--- src/rtl/mac_pkg.sv ---
// Shared types, default sizes and helpers for the MAC sequencer slice.
package mac_pkg;

    // Controller states: waiting for a job, streaming beats, holding a result.
    typedef enum logic [1:0] {
        IDLE = 2'd0,
        RUN  = 2'd1,
        DONE = 2'd2
    } state_e;

    localparam int BW      = 4;
    localparam int PSUM_BW = 16;
    localparam int LEN_BW  = 8;

    // Two's-complement add overflows when both operands share a sign and the
    // result does not.
    function automatic logic add_ovf(input logic a_neg, input logic b_neg, input logic sum_neg);
        return (a_neg == b_neg) && (sum_neg != a_neg);
    endfunction

endpackage

--- src/rtl/mac_seq_ctrl_if.sv ---
// Operand stream (activation/weight) and result stream of the MAC sequencer.
// slave is the controller side, master is the buffer/writeback side.
interface mac_seq_ctrl_if #(
    parameter int bw      = 4,
    parameter int psum_bw = 16
);
    logic        [bw-1:0]      a_data;
    logic signed [bw-1:0]      b_data;
    logic                      ab_valid;
    logic                      ab_ready;
    logic signed [psum_bw-1:0] out_psum;
    logic                      out_ovf;
    logic                      out_valid;
    logic                      out_ready;

    modport master (
        output a_data, b_data, ab_valid, out_ready,
        input  ab_ready, out_psum, out_ovf, out_valid
    );

    modport slave (
        input  a_data, b_data, ab_valid, out_ready,
        output ab_ready, out_psum, out_ovf, out_valid
    );
endinterface

--- src/rtl/mac_cell.sv ---
// Combinational MAC: psum = zext(a) * sext(b) + acc_in, wrapping at psum_bw.
module mac_cell #(
    parameter int bw      = 4,
    parameter int psum_bw = 16
) (
    input  logic        [bw-1:0]      a,
    input  logic signed [bw-1:0]      b,
    input  logic signed [psum_bw-1:0] acc_in,
    output logic signed [psum_bw-1:0] psum
);

    logic signed [2*bw:0]      prod;
    logic signed [psum_bw-1:0] prod_ext;

    // Product of an unsigned activation and a signed weight, sign-extended to the accumulator.
    always_comb begin
        prod     = $signed({1'b0, a}) * b;
        prod_ext = psum_bw'(prod);
        psum     = acc_in + prod_ext;
    end

endmodule

--- src/rtl/mac_seq_ctrl.sv ---
// Sequencer around one MAC cell: accumulates a K-term dot product from a
// valid/ready operand stream and hands the result over a valid/ready output.
module mac_seq_ctrl
    import mac_pkg::*;
#(
    parameter int bw      = BW,
    parameter int psum_bw = PSUM_BW,
    parameter int len_bw  = LEN_BW
) (
    input  logic              clk,
    input  logic              reset_n,
    input  logic              start,
    input  logic [len_bw-1:0] len,
    output logic              busy,
    mac_seq_ctrl_if.slave     bus
);

    if (psum_bw < 2*bw + 1) begin : g_bad_psum_bw
        $error("mac_seq_ctrl: psum_bw must be at least 2*bw+1");
    end

    state_e                    state_q, state_d;
    logic signed [psum_bw-1:0] acc_q, acc_d;
    logic        [len_bw-1:0]  cnt_q, cnt_d;
    logic                      ovf_q, ovf_d;
    logic signed [psum_bw-1:0] psum_q, psum_d;
    logic                      out_ovf_q, out_ovf_d;

    logic signed [psum_bw-1:0] mac_sum;
    logic                      prod_neg;
    logic                      beat_ovf;

    mac_cell #(
        .bw      (bw),
        .psum_bw (psum_bw)
    ) u_mac (
        .a      (bus.a_data),
        .b      (bus.b_data),
        .acc_in (acc_q),
        .psum   (mac_sum)
    );

    // Overflow of this beat's add; a zero product is non-negative whatever the weight sign.
    always_comb begin
        prod_neg = bus.b_data[bw-1] && (bus.a_data != '0);
        beat_ovf = add_ovf(acc_q[psum_bw-1], prod_neg, mac_sum[psum_bw-1]);
    end

    // Handshake outputs are decoded from registered state only, so neither
    // ab_valid nor out_ready reaches any output combinationally.
    assign bus.ab_ready  = (state_q == RUN);
    assign bus.out_valid = (state_q == DONE);
    assign busy          = (state_q != IDLE);
    assign bus.out_psum  = psum_q;
    assign bus.out_ovf   = out_ovf_q;

    // Next-state, accumulation and result capture.
    always_comb begin
        // NOTE: every variable gets its hold value first, so no path through the case can infer a latch.
        state_d   = state_q;
        acc_d     = acc_q;
        cnt_d     = cnt_q;
        ovf_d     = ovf_q;
        psum_d    = psum_q;
        out_ovf_d = out_ovf_q;

        unique case (state_q)
            IDLE: begin
                if (start) begin
                    acc_d = '0;
                    ovf_d = 1'b0;
                    cnt_d = len;
                    if (len == '0) begin
                        state_d   = DONE;
                        psum_d    = '0;
                        out_ovf_d = 1'b0;
                    end else begin
                        state_d = RUN;
                    end
                end
            end
            RUN: begin
                if (bus.ab_valid) begin
                    acc_d = mac_sum;
                    ovf_d = ovf_q | beat_ovf;
                    cnt_d = cnt_q - len_bw'(1);
                    if (cnt_q == len_bw'(1)) begin
                        state_d   = DONE;
                        psum_d    = mac_sum;
                        out_ovf_d = ovf_q | beat_ovf;
                    end
                end
            end
            DONE: begin
                if (bus.out_ready) begin
                    state_d = IDLE;
                end
            end
            default: state_d = IDLE;
        endcase
    end

    // State register; reset abandons any job in flight and clears the result.
    always_ff @(posedge clk or negedge reset_n) begin
        if (!reset_n) begin
            state_q   <= IDLE;
            acc_q     <= '0;
            cnt_q     <= '0;
            ovf_q     <= 1'b0;
            psum_q    <= '0;
            out_ovf_q <= 1'b0;
        end else begin
            // NOTE: non-blocking so every flop samples pre-edge values regardless of statement order.
            state_q   <= state_d;
            acc_q     <= acc_d;
            cnt_q     <= cnt_d;
            ovf_q     <= ovf_d;
            psum_q    <= psum_d;
            out_ovf_q <= out_ovf_d;
        end
    end

endmodule

--- src/flat_wrapper.sv ---
// flat-port wrapper written by rule: the top's interface ports become plain ports
module mac_seq_ctrl_flat import mac_pkg::*;
#(
    parameter int bw      = BW,
    parameter int psum_bw = PSUM_BW,
    parameter int len_bw  = LEN_BW
)
  (clk, reset_n, start, len, busy, bus_a_data, bus_b_data, bus_ab_valid, bus_out_ready, bus_ab_ready, bus_out_psum, bus_out_ovf, bus_out_valid);
  mac_seq_ctrl_if #(.bw(bw), .psum_bw(psum_bw)) bus_i ();
  input  logic clk;
  input  logic reset_n;
  input  logic start;
  input  logic [len_bw-1:0] len;
  output logic busy;
  input wire logic [$bits(bus_i.a_data)-1:0] bus_a_data;
  input wire logic [$bits(bus_i.b_data)-1:0] bus_b_data;
  input wire logic [$bits(bus_i.ab_valid)-1:0] bus_ab_valid;
  input wire logic [$bits(bus_i.out_ready)-1:0] bus_out_ready;
  output wire logic [$bits(bus_i.ab_ready)-1:0] bus_ab_ready;
  output wire logic [$bits(bus_i.out_psum)-1:0] bus_out_psum;
  output wire logic [$bits(bus_i.out_ovf)-1:0] bus_out_ovf;
  output wire logic [$bits(bus_i.out_valid)-1:0] bus_out_valid;
  assign bus_i.a_data = bus_a_data;
  assign bus_i.b_data = bus_b_data;
  assign bus_i.ab_valid = bus_ab_valid;
  assign bus_i.out_ready = bus_out_ready;
  assign bus_ab_ready = bus_i.ab_ready;
  assign bus_out_psum = bus_i.out_psum;
  assign bus_out_ovf = bus_i.out_ovf;
  assign bus_out_valid = bus_i.out_valid;
  mac_seq_ctrl #(.bw(bw), .psum_bw(psum_bw), .len_bw(len_bw)) u_core (.clk(clk), .reset_n(reset_n), .start(start), .len(len), .busy(busy), .bus(bus_i));
endmodule
--- config.mk ---
export PLATFORM = sky130hd
export DESIGN_NAME = mac_seq_ctrl_flat
export DESIGN_NICKNAME = d
export VERILOG_FILES = /design/src/rtl/mac_pkg.sv /design/src/rtl/mac_seq_ctrl_if.sv /design/src/rtl/mac_cell.sv /design/src/rtl/mac_seq_ctrl.sv /design/src/flat_wrapper.sv
export SDC_FILE = /design/constraint.sdc
export NUM_CORES = 1
export LEC_CHECK = 0
export ABC_CLOCK_PERIOD_IN_PS = 4600
export BUFFER_PORTS_ARGS = -buffer_cell sky130_fd_sc_hd__clkbuf_2
export CAP_MARGIN = 20
export CORE_MARGIN = 1.5
export CORE_UTILIZATION = 35
export DETAILED_ROUTE_END_ITERATION = 7
export GPL_TIMING_DRIVEN = 0
export MAX_ROUTING_LAYER = met4
export PLACE_DENSITY = 0.6
export RECOVER_POWER = 50
export SYNTH_ARGS = -nofsm -noshare
export SYNTH_HDL_FRONTEND = slang
export SYNTH_SLANG_ARGS = --single-unit
--- constraint.sdc ---
create_clock -name clk -period 4.6 [get_ports clk]
set_input_delay 0.23 -clock clk [delete_from_list [all_inputs] [get_ports clk]]
set_output_delay 0.23 -clock clk [all_outputs]
set_load 0.03 [all_outputs]
==> results of run 1 <==
==> power breakdown <==
part | switching, mW | total, mW | internal, mW
clock | 0.129 | 0.233 | 0.104
sequential | 0.112 | 0.657 | 0.545
combinational | 1.02 | 1.59 | 0.573
total | 1.26 | 2.48 | 1.22
==> placed cells by master (no fill, tap or decap), types with 2 or more instances in the layout <==
cell and n:
or3_1 3, and2_1 10, xor2_1 5, clkbuf_8 5, o31ai_1 15, nor2b_1 3, clkbuf_1 22, nor3_1 6
o211ai_1 3, nor4_1 3, nor3b_1 2, dfrtp_1 44, o21ai_0 25, buf_2 6, a21oi_1 18, mux2_2 2
clkbuf_2 29, fa_1 11, o41ai_1 3, nand2_1 50, inv_1 25, a22oi_1 2, nand2b_1 5, nand3_1 8
a22o_1 6, o22ai_1 3, xnor2_1 7, ha_1 41, and3_1 4, a211oi_1 5, nor2_1 15, nand3b_1 2
a21o_1 8
==> state kept, by name (all words and copies together) (netlist names) <==
name,count
u_core.acc_q,16
u_core.bus.out_psum,16
u_core.cnt_q,8
u_core.state_q,2
u_core.bus.out_ovf,1
u_core.ovf_q,1
==> cell type report <==
cell class | instances | share of cell area
Sequential cell | 44 | 0.2866
Buffer | 16 | 0.01758
Multi-Input combinational cell | 284 | 0.5571
Inverter | 25 | 0.02442
Timing Repair Buffer | 42 | 0.05210
Clock buffer | 6 | 0.01889
Tap cell | 129 | 0.04201
Clock inverter | 1 | 0.001303
==> kinds of logic after synthesis <==
kind of cell               count (synthesis)  share of synthesized area
adders and majority gates                 52                     0.2154
and+or+nand+nor                          115                     0.1610
DFF                                       44                     0.3235
AOI/OAI and AO/OA                        101                     0.2055
muxes                                      3                   0.009558
xor gates and xnor gates                  13                    0.03750
buffers and inverters                     41                    0.04743
==> per-layer routing <==
layer	global-route usage	vias to the layer above	routed length [µm]
met4	0.04808	0	129
met5	-	-	0
met3	0.02761	10	321
li1	-	1410	-
met1	0.2329	1408	3944
met2	0.2805	61	3782
==> worst min-delay path by stage <==
stage,to
finish,u_core.state_q[1]
CTS,u_core.state_q[1]
global route,u_core.state_q[1]
global placement,u_core.bus.out_psum[3]
floorplan,u_core.acc_q[0]
detailed placement,u_core.bus.out_psum[3]
==> critical path, stage by stage <==
cell and delay (ps):
clkbuf_2 280, inv_1 230, fa_1 590, fa_1 440, fa_1 550, inv_1 70, fa_1 490, a211oi_1 390
o211ai_1 230, a41oi_1 300, xor2_1 270, o31ai_1 110
==> per-stage QoR <==
step | std cells | power, mW | instance area [µm²] | utilization | hold slack [ps]
CTS | 547 | 2.512 | 3872 | 0.4152 | 171.8
finish | 547 | 2.481 | 3842 | 0.4119 | 177.4
global placement | 538 | 2.234 | 3765 | 0.4036 | 463.6
floorplan | 369 | 1.843 | 3403 | - | -65.59
global route | 547 | 2.741 | 3842 | 0.4119 | 191.1
detailed placement | 539 | 2.270 | 3785 | 0.4058 | 133.0
==> cell usage after synthesis, types with 3 or more instances <==
cell type,instances,area (µm²)
nand2_1,50,187.7
dfrtp_1,44,1101
ha_1,41,513.0
inv_1,25,93.84
o21ai_0,25,125.1
a21oi_1,18,90.09
nor2_1,15,56.30
o31ai_1,15,112.6
fa_1,11,220.2
and2_1,10,62.56
clkbuf_1,9,33.78
a21o_1,8,60.06
nand3_1,8,40.04
xnor2_1,7,61.31
a22o_1,6,52.55
buf_2,6,30.03
nor3_1,6,30.03
a211oi_1,5,37.54
nand2b_1,5,31.28
xor2_1,5,43.79
and3_1,4,25.02
nor2b_1,3,18.77
nor4_1,3,18.77
o211ai_1,3,22.52
o22ai_1,3,18.77
o41ai_1,3,26.28
or3_1,3,18.77
==> results.md, run 1 <==
* Outcome: complete, but fails checks
* Failing checks: capacitance limit, slew limit
* Sequential cell area at 0.001101 mm²
* GRT overflow at 0
* HPWL after DPL at 6447 µm
* Yosys cell types at 51
* Gpl congestion at 0.8632
* Vias in the first global route at 2836
* Mapped Nets at 442
* Setup TNS Final at 0 ps
* Syn Area/Cell at 9.223 µm²
* Die height at 101.6 µm
* Clock root cell: clkbuf_8
* R2r endpoint: u_core.acc_q[12]
* Area Overhead vs Synth at 12.90%
* Power Density at 645.6 mW/mm²
* # hold bufs at CTS at 1
* Ys async rst share at 1.000
* DRC marker count from the first detailed-route iteration at 108
* Period utilisation layout at 0.8829
* Setup repair after global routing missed its margin: no
* I/O pin cnt at 41
* Setup violations, final at 0
* Sequential share of the synthesized area at 0.3235
* Setup slack after layout at 538.9 ps
* Skew-Pair Late Insertion Delay at 300 ps
* Hold Crit Class: primary input to flop
* Cells after Synth at 369
* Total wire length at 8178 µm
* H-tree Lvls at 2
* Final setup skew at 11.25 ps
* Synth Cell Area at 0.003403 mm²
* GRT Total Usage at 0.1761
* Worst R2R Path Depth at 11
* Layout cells sized above 1 at 0.1172
* Main flop type after synthesis: dfrtp_1
* Buffer count from post-CTS setup fixing at 0
* Row count at 35
* WP data required at 4750 ps
* Vias per inst at 5.282
* Worst-path clk slew at 80 ps
* Post_cts resized at 0
* Ant. Diodes at 0
* Critical path class: primary input to flop
* Hold_sp: bus_out_ready
* Hold depth at 2
* Seq cells post-synth at 44
* Die area at 0.01032 mm²
* Die W at 101.6 µm
* Fmax at 0.2462 GHz
* Endpoints failing hold at 0
* Dpl ws at 218.5 ps
* Initial Utilization at 0.3649
* Port Buffers at 40
* Crit path DAT at 4210 ps
* Final ANT Viol Nets at 0
* Nets@finish at 491
* Setup crit end kind: flop
* Max_slew headroom at -0.2323
* Detailed Routing Iterations Pass 1 at 5
* Core area at 0.009328 mm²
* Via count at 2889
* R2R setup slack at 620 ps
* Crit path launch type: primary input
* Max_cap viols at 1
* Crit path time final at 4061 ps
* EDFF count, synth at 0
* Clk buf depth at 2
* Worst-path maximum fanout at 11
* DRC at 0
* Slew of the pin with the lowest slew margin at 1848 ps
* Global-route wire length before repair at 13710 µm
* Multi-input logic area at 0.002141 mm²
* Largest net degree at the start of global routing at 35
* Initial antenna violation count at 0
* Crit path launch: bus_b_data[3]
* Clock sink count at 44
* Crit path capture: u_core.acc_q[12]
* CTS tree: built
* Wirelength per Cell at 14.95 µm
* Max VDD drop at 282.5 µV
* Ys Warns at 0
* Fill cells at 977
* Final Max Tran Viols at 35
* CTS Buf Count at 5
* Leak pwr at 1.858 nW
* R2R Path Start: u_core.acc_q[3]
No activity file was read; power rests on OpenSTA's default activity.
==> inputs of run 2 (changes only) <==
--- a/config.mk
+++ b/config.mk
@@ -5,7 +5,7 @@
 export SDC_FILE = /design/constraint.sdc
 export NUM_CORES = 1
 export LEC_CHECK = 0
-export ABC_CLOCK_PERIOD_IN_PS = 4600
+export ABC_CLOCK_PERIOD_IN_PS = 3250
 export BUFFER_PORTS_ARGS = -buffer_cell sky130_fd_sc_hd__clkbuf_2
 export CAP_MARGIN = 20
 export CORE_MARGIN = 1.5
@@ -13,7 +13,7 @@
 export DETAILED_ROUTE_END_ITERATION = 7
 export GPL_TIMING_DRIVEN = 0
 export MAX_ROUTING_LAYER = met4
-export PLACE_DENSITY = 0.6
+export PLACE_DENSITY = 0.61
 export RECOVER_POWER = 50
 export SYNTH_ARGS = -nofsm -noshare
 export SYNTH_HDL_FRONTEND = slang
==> constraint.sdc (replaced) <==
create_clock -name clk -period 3.25 [get_ports clk]
set_input_delay 0.8125 -clock clk [delete_from_list [all_inputs] [get_ports clk]]
set_output_delay 0.8125 -clock clk [all_outputs]
set_load 0.03 [all_outputs]
==> run 2 against run 1 <==
  * The flow finishes with violations (capacitance limit, slew limit, setup timing)
  * Worst hold slack better by 310 ps
  * Register-to-register slack got worse by 970 ps
  * Die area unchanged
  * Total power rose by 66%
  * Count of clock-buffer cells in the layout is 1 lower
  * Final area increased by 11%
  * Via count about the same
  * Setup slack worse by 1300 ps
  * Clock power rose by 91%
  * Largest cell class unchanged
  * Largest power group unchanged
  * Highest routed layer unchanged
==> results.md, run 2 (synthesis results as in run 1) <==
* Vias in the first global route at 2894
* Routed wl met3 at 417 µm
* Max_slew headroom at -0.06785
* GRT Total Usage at 0.1828
* Slew of the pin with the lowest slew margin at 1602 ps
* Final Max Tran Viols at 29
* Hold Crit Class: flop to flop
* Die height at 101.6 µm
* Area Overhead vs Synth at 25.04%
* # hold bufs at CTS at 0
* Post-Place Cells at 539
* Port Buffers at 40
* Crit path launch: bus_b_data[3]
* Setup slack after layout at -711.7 ps
* Power Density at 964.9 mW/mm²
* Detailed Routing Iterations Pass 1 at 4
* CTS Buf Count at 5
* Fmax at 0.2524 GHz
* Gpl congestion at 0.8488
* Wirelength per Cell at 15.53 µm
* Clock sink count at 44
* Initial Utilization at 0.3649
* R2R Path Start: u_core.acc_q[3]
* Fill cells at 904
* Setup violations, final at 26
* Hold depth at 2
* Row count at 35
* Final setup skew at 12.06 ps
* DRC at 0
* Vias per inst at 5.170
* Top sig layer: met4
* Total wire length at 8681 µm
* Nets@finish at 502
* Largest net degree at the start of global routing at 29
* Layout cells sized above 1 at 0.2535
* Endpoints failing hold at 0
* Setup crit end kind: flop
* Clock root cell: clkbuf_8
* I/O pin cnt at 41
* Clk buf depth at 2
* Crit path time final at 3962 ps
* Outcome: complete, but fails checks
* H-tree Lvls at 2
* Crit path DAT at 4150 ps
* Cell Count, Final, Fillers Out at 559
* Final core occ at 0.4562
* Worst R2R Path Depth at 12
* Core area at 0.009328 mm²
* Most frequent cells in the layout: nand2_1, dfrtp_1, ha_1
* Worst-path clk slew at 100 ps
* DRC marker count from the first detailed-route iteration at 156
* Initial antenna violation count at 0
* Setup repair after global routing missed its margin: yes
* Leak pwr at 2.033 nW
* Ant. Diodes at 0
* Skew-Pair Late Insertion Delay at 300 ps
* Hold Crit Endpoint: u_core.bus.out_psum[2]
* R2r endpoint: u_core.acc_q[13]
* Total power at 4.106 mW
* R2R setup slack at -350 ps
* Failing checks: capacitance limit, slew limit, setup timing
* Period utilisation layout at 1.219
* HPWL after DPL at 6544 µm
* Via count at 2890
* Die W at 101.6 µm
* Global-route wire length before repair at 14300 µm
* GRT overflow at 0
* Die area at 0.01032 mm²
* Hold_sp: u_core.bus.out_psum[2]
* CTS tree: built
* Critical path class: primary input to flop
* Placed standard-cell area at 0.003857 mm²
* Post-route cell area at 0.004255 mm²
* Setup TNS Final at -11620 ps
* Max VDD drop at 467.3 µV
* WP data required at 3440 ps
* Commonest non-fill, non-tap cell in the layout: nand2_1
* Max_cap viols at 1
* Final ANT Viol Nets at 0
* Crit path launch type: primary input
* Worst-path maximum fanout at 4
* WL met2 at 4114 µm
* Met1 wire length at 4099 µm
## run 2: repair_timing
| item | 4_1_cts | 5_1_grt |
|---|---|---|
| buffers inserted | 9 | 4 |
| pin swaps | 14 | 15 |
| resized for setup | 19 | 22 |
| hold endpoints to repair | 0 | 0 |
| setup endpoints to repair | 28 | 27 |
## run 2: worst max-delay path, stage by stage
cell,delay [ps]
clkbuf_16,120
clkinvlp_4,150
fa_1,540
fa_1,430
fa_1,500
inv_2,60
ha_4,220
a21oi_4,150
nand4b_1,220
a21oi_2,100
o211a_1,270
or3_1,320
a32o_1,260
## run 2: metrics by stage
step	setup WS, ps	hold WS (ps)
after global placement	-1441	462.8
after global routing	-853.5	510.9
after floorplan	-696.2	447.3
final	-711.7	487.6
after detailed placement	-1460	468.9
after CTS	-722.0	457.9
## run 2: worst max-delay path by stage
stage / slack [ps] / to
6_report: -710 / u_core.acc_q[13]
5_1_grt: -850 / u_core.bus.out_psum[14]
4_1_cts: -720 / u_core.acc_q[13]
3_5_place_dp: -1460 / u_core.acc_q[13]
3_3_place_gp: -1440 / u_core.bus.out_psum[15]
2_1_floorplan: -700 / u_core.acc_q[13]
## run 2: final cells by class
class / count / area (µm²) / area share
plain buffers: 16 / 67.56 / 0.01588
flip-flops and latches: 44 / 1101 / 0.2587
clock buffers: 5 / 68.82 / 0.01617
inverters: 25 / 97.59 / 0.02293
multi-input cells: 284 / 2376 / 0.5584
repair buffers: 53 / 336.6 / 0.07909
well taps: 129 / 161.4 / 0.03793
clock inverters: 3 / 46.29 / 0.01088
## run 2: metal layers
| layer | up-vias | GRT usage |
|---|---|---|
| met2 | 59 | 0.3005 |
| li1 | 1427 | - |
| met3 | 6 | 0.02622 |
| met5 | - | - |
| met1 | 1398 | 0.2403 |
| met4 | 0 | 0.03739 |
## run 2: report_power, final
group	leakage (nW)	total (mW)	switching [mW]	internal, mW
Combinational	1.41	2.73	1.65	1.09
Sequential	0.564	0.929	0.158	0.771
Clock	0.0548	0.444	0.212	0.232
==> inputs of run 3 (changes only) <==
--- a/config.mk
+++ b/config.mk
@@ -9,11 +9,11 @@
 export BUFFER_PORTS_ARGS = -buffer_cell sky130_fd_sc_hd__clkbuf_2
 export CAP_MARGIN = 20
 export CORE_MARGIN = 1.5
-export CORE_UTILIZATION = 35
+export CORE_UTILIZATION = 53
 export DETAILED_ROUTE_END_ITERATION = 7
 export GPL_TIMING_DRIVEN = 0
 export MAX_ROUTING_LAYER = met4
-export PLACE_DENSITY = 0.61
+export PLACE_DENSITY = 0.84
 export RECOVER_POWER = 50
 export SYNTH_ARGS = -nofsm -noshare
 export SYNTH_HDL_FRONTEND = slang
==> run 3 against run 2 <==
  * The run still ends with capacitance limit, slew limit, setup timing left
  * Final cell count shrank 9.1%
  * Largest power group unchanged
  * Final area shrank 0.68%
  * Total power increased by 1.4%
  * Combinational power rose by 3%
  * Sequential share of layout area increased by 0.18 points
==> results.md, run 3 (synthesis results as in run 1) <==
* Vias per inst at 6.006
* Crit path launch type: primary input
* Multi-input logic area at 0.002381 mm²
* Row count at 29
* Vias in the first global route at 3132
* Setup repair after global routing missed its margin: yes
* Commonest non-fill, non-tap cell in the layout: nand2_1
* Core area at 0.006277 mm²
* # hold bufs at CTS at 0
* Failing checks: capacitance limit, slew limit, setup timing
* Worst-path maximum fanout at 4
* GRT overflow at 0
* GRT Total Usage at 0.2806
* Ant. Diodes at 0
* Setup crit end kind: flop
* Crit path time final at 3962 ps
* Most frequent cells in the layout: nand2_1, dfrtp_1, ha_1
* Endpoints failing hold at 0
* Dpl ws at -1465 ps
* Setup slack after layout at -711.9 ps
* Max_cap viols at 1
* Sequential cell area at 0.001101 mm²
* Gpl congestion at 0.8391
* Worst R2R Path Depth at 13
* Initial antenna violation count at 0
* Largest net degree at the start of global routing at 45
* Clk buf depth at 2
* Slew of the pin with the lowest slew margin at 1943 ps
* CTS tree: built
* DRC marker count from the first detailed-route iteration at 216
* Initial Utilization at 0.5422
* Final setup skew at 5.288 ps
* Total power at 4.165 mW
* Final ANT Viol Nets at 0
* Fill cells at 486
* CTS Buf Count at 5
* Fmax at 0.2524 GHz
* Nets@finish at 503
* Clock sink count at 44
* Total wire length at 8947 µm
* Critical path class: primary input to flop
* Global-route wire length before repair at 14990 µm
* Detailed Routing Iterations Pass 1 at 4
* Max_slew headroom at -0.2954
* Port Buffers at 40
* WP data required at 3460 ps
* Final Max Tran Viols at 38
* Hold Crit Class: primary input to asynchronous set/reset pin
* HPWL after DPL at 6333 µm
* Skew-Pair Late Insertion Delay at 310 ps
* Period utilisation layout at 1.219
* Die area at 0.006911 mm²
* Area Overhead vs Synth at 24.19%
* Setup violations, final at 26
* Crit path DAT at 4170 ps
* Die W at 83.13 µm
* I/O pin cnt at 41
* Worst-path clk slew at 90 ps
* Clock root cell: clkbuf_8
* Wirelength per Cell at 17.61 µm
* H-tree Lvls at 2
* Max VDD drop at 778.5 µV
* Power Density at 985.4 mW/mm²
* Die height at 83.13 µm
* Leak pwr at 2.047 nW
* Via count at 3051
* DRC at 0
* Outcome: complete, but fails checks
* Layout cells sized above 1 at 0.2552
==> run 3: cell count changes in the layout (fill, tap and decap cells not counted), moves of 2 or more <==
cell and change:
clkbuf_8 +3, clkbuf_2 -2, xor2_1 +2, o31ai_2 -3, nand2_1 -3, nand2_2 +3
o31ai_1 +3, xor2_2 -2
==> run 3: area by class of cell <==
type                            instances  share of cell area
Inverter                               25             0.02309
Tap cell                               77             0.02279
Sequential cell                        44              0.2605
Buffer                                 16             0.01599
Clock inverter                          3             0.01007
Clock buffer                            5             0.01628
Multi-Input combinational cell        284              0.5634
Timing Repair Buffer                   54             0.08792
==> run 3: routing by layer <==
layer	global-route usage	share of wire
met1	0.3480	0.41
met2	0.4457	0.50
met3	0.04970	0.058
met4	0.1364	0.033
met5	-	0
==> run 3: final timing paths <==
| path | start | endpoint | slack, ps |
|---|---|---|---|
| worst min-delay path | reset_n | u_core.bus.out_psum[2] | 400 |
| worst min register to register | u_core.bus.out_psum[2] | u_core.bus.out_psum[2] | 480 |
| min in group clk | u_core.bus.out_psum[2] | u_core.bus.out_psum[2] | 480 |
| worst max-delay path | bus_b_data[3] | u_core.acc_q[13] | -710 |
| max in group asynchronous | reset_n | u_core.cnt_q[2] | 710 |
| worst max register to register | u_core.acc_q[3] | u_core.acc_q[13] | -430 |
==> run 3: metrics by stage <==
step           std cells  TNS [ps]    util  cell area (µm²)  hold WS (ps)
2_1_floorplan        369     -9657       -             3476         447.3
5_1_grt              508    -15570  0.6733             4227         425.8
3_3_place_gp         486    -27850  0.6010             3772         461.8
6_report             508    -12170  0.6733             4227         397.2
3_5_place_dp         486    -30500  0.6010             3772         469.5
4_1_cts              506    -11560  0.6522             4094         488.1
==> run 3: report_power, final <==
part           internal (mW)  total [mW]  switching (mW)  leakage, nW
sequential             0.772       0.939           0.168        0.564
combinational           1.12        2.80            1.68         1.43
clock                  0.227       0.426           0.198       0.0541
==> run 3: what timing repair did <==
item                                    CTS  global route
hold endpoints to repair                  0             0
pin swaps                                10            15
resized for setup                        19            24
endpoints found under the setup margin   28            27
setup buffers                            13             2
==> run 3: critical path, cell delays in order <==
cell and delay [ps]:
clkbuf_16 140, clkinvlp_4 110, nor2_4 40, fa_1 490, fa_1 510, inv_1 50, fa_1 500, inv_2 50
ha_4 150, a21o_1 200, a21oi_4 190, a21oi_2 100, o211a_1 270, or3_1 310, a32o_1 260
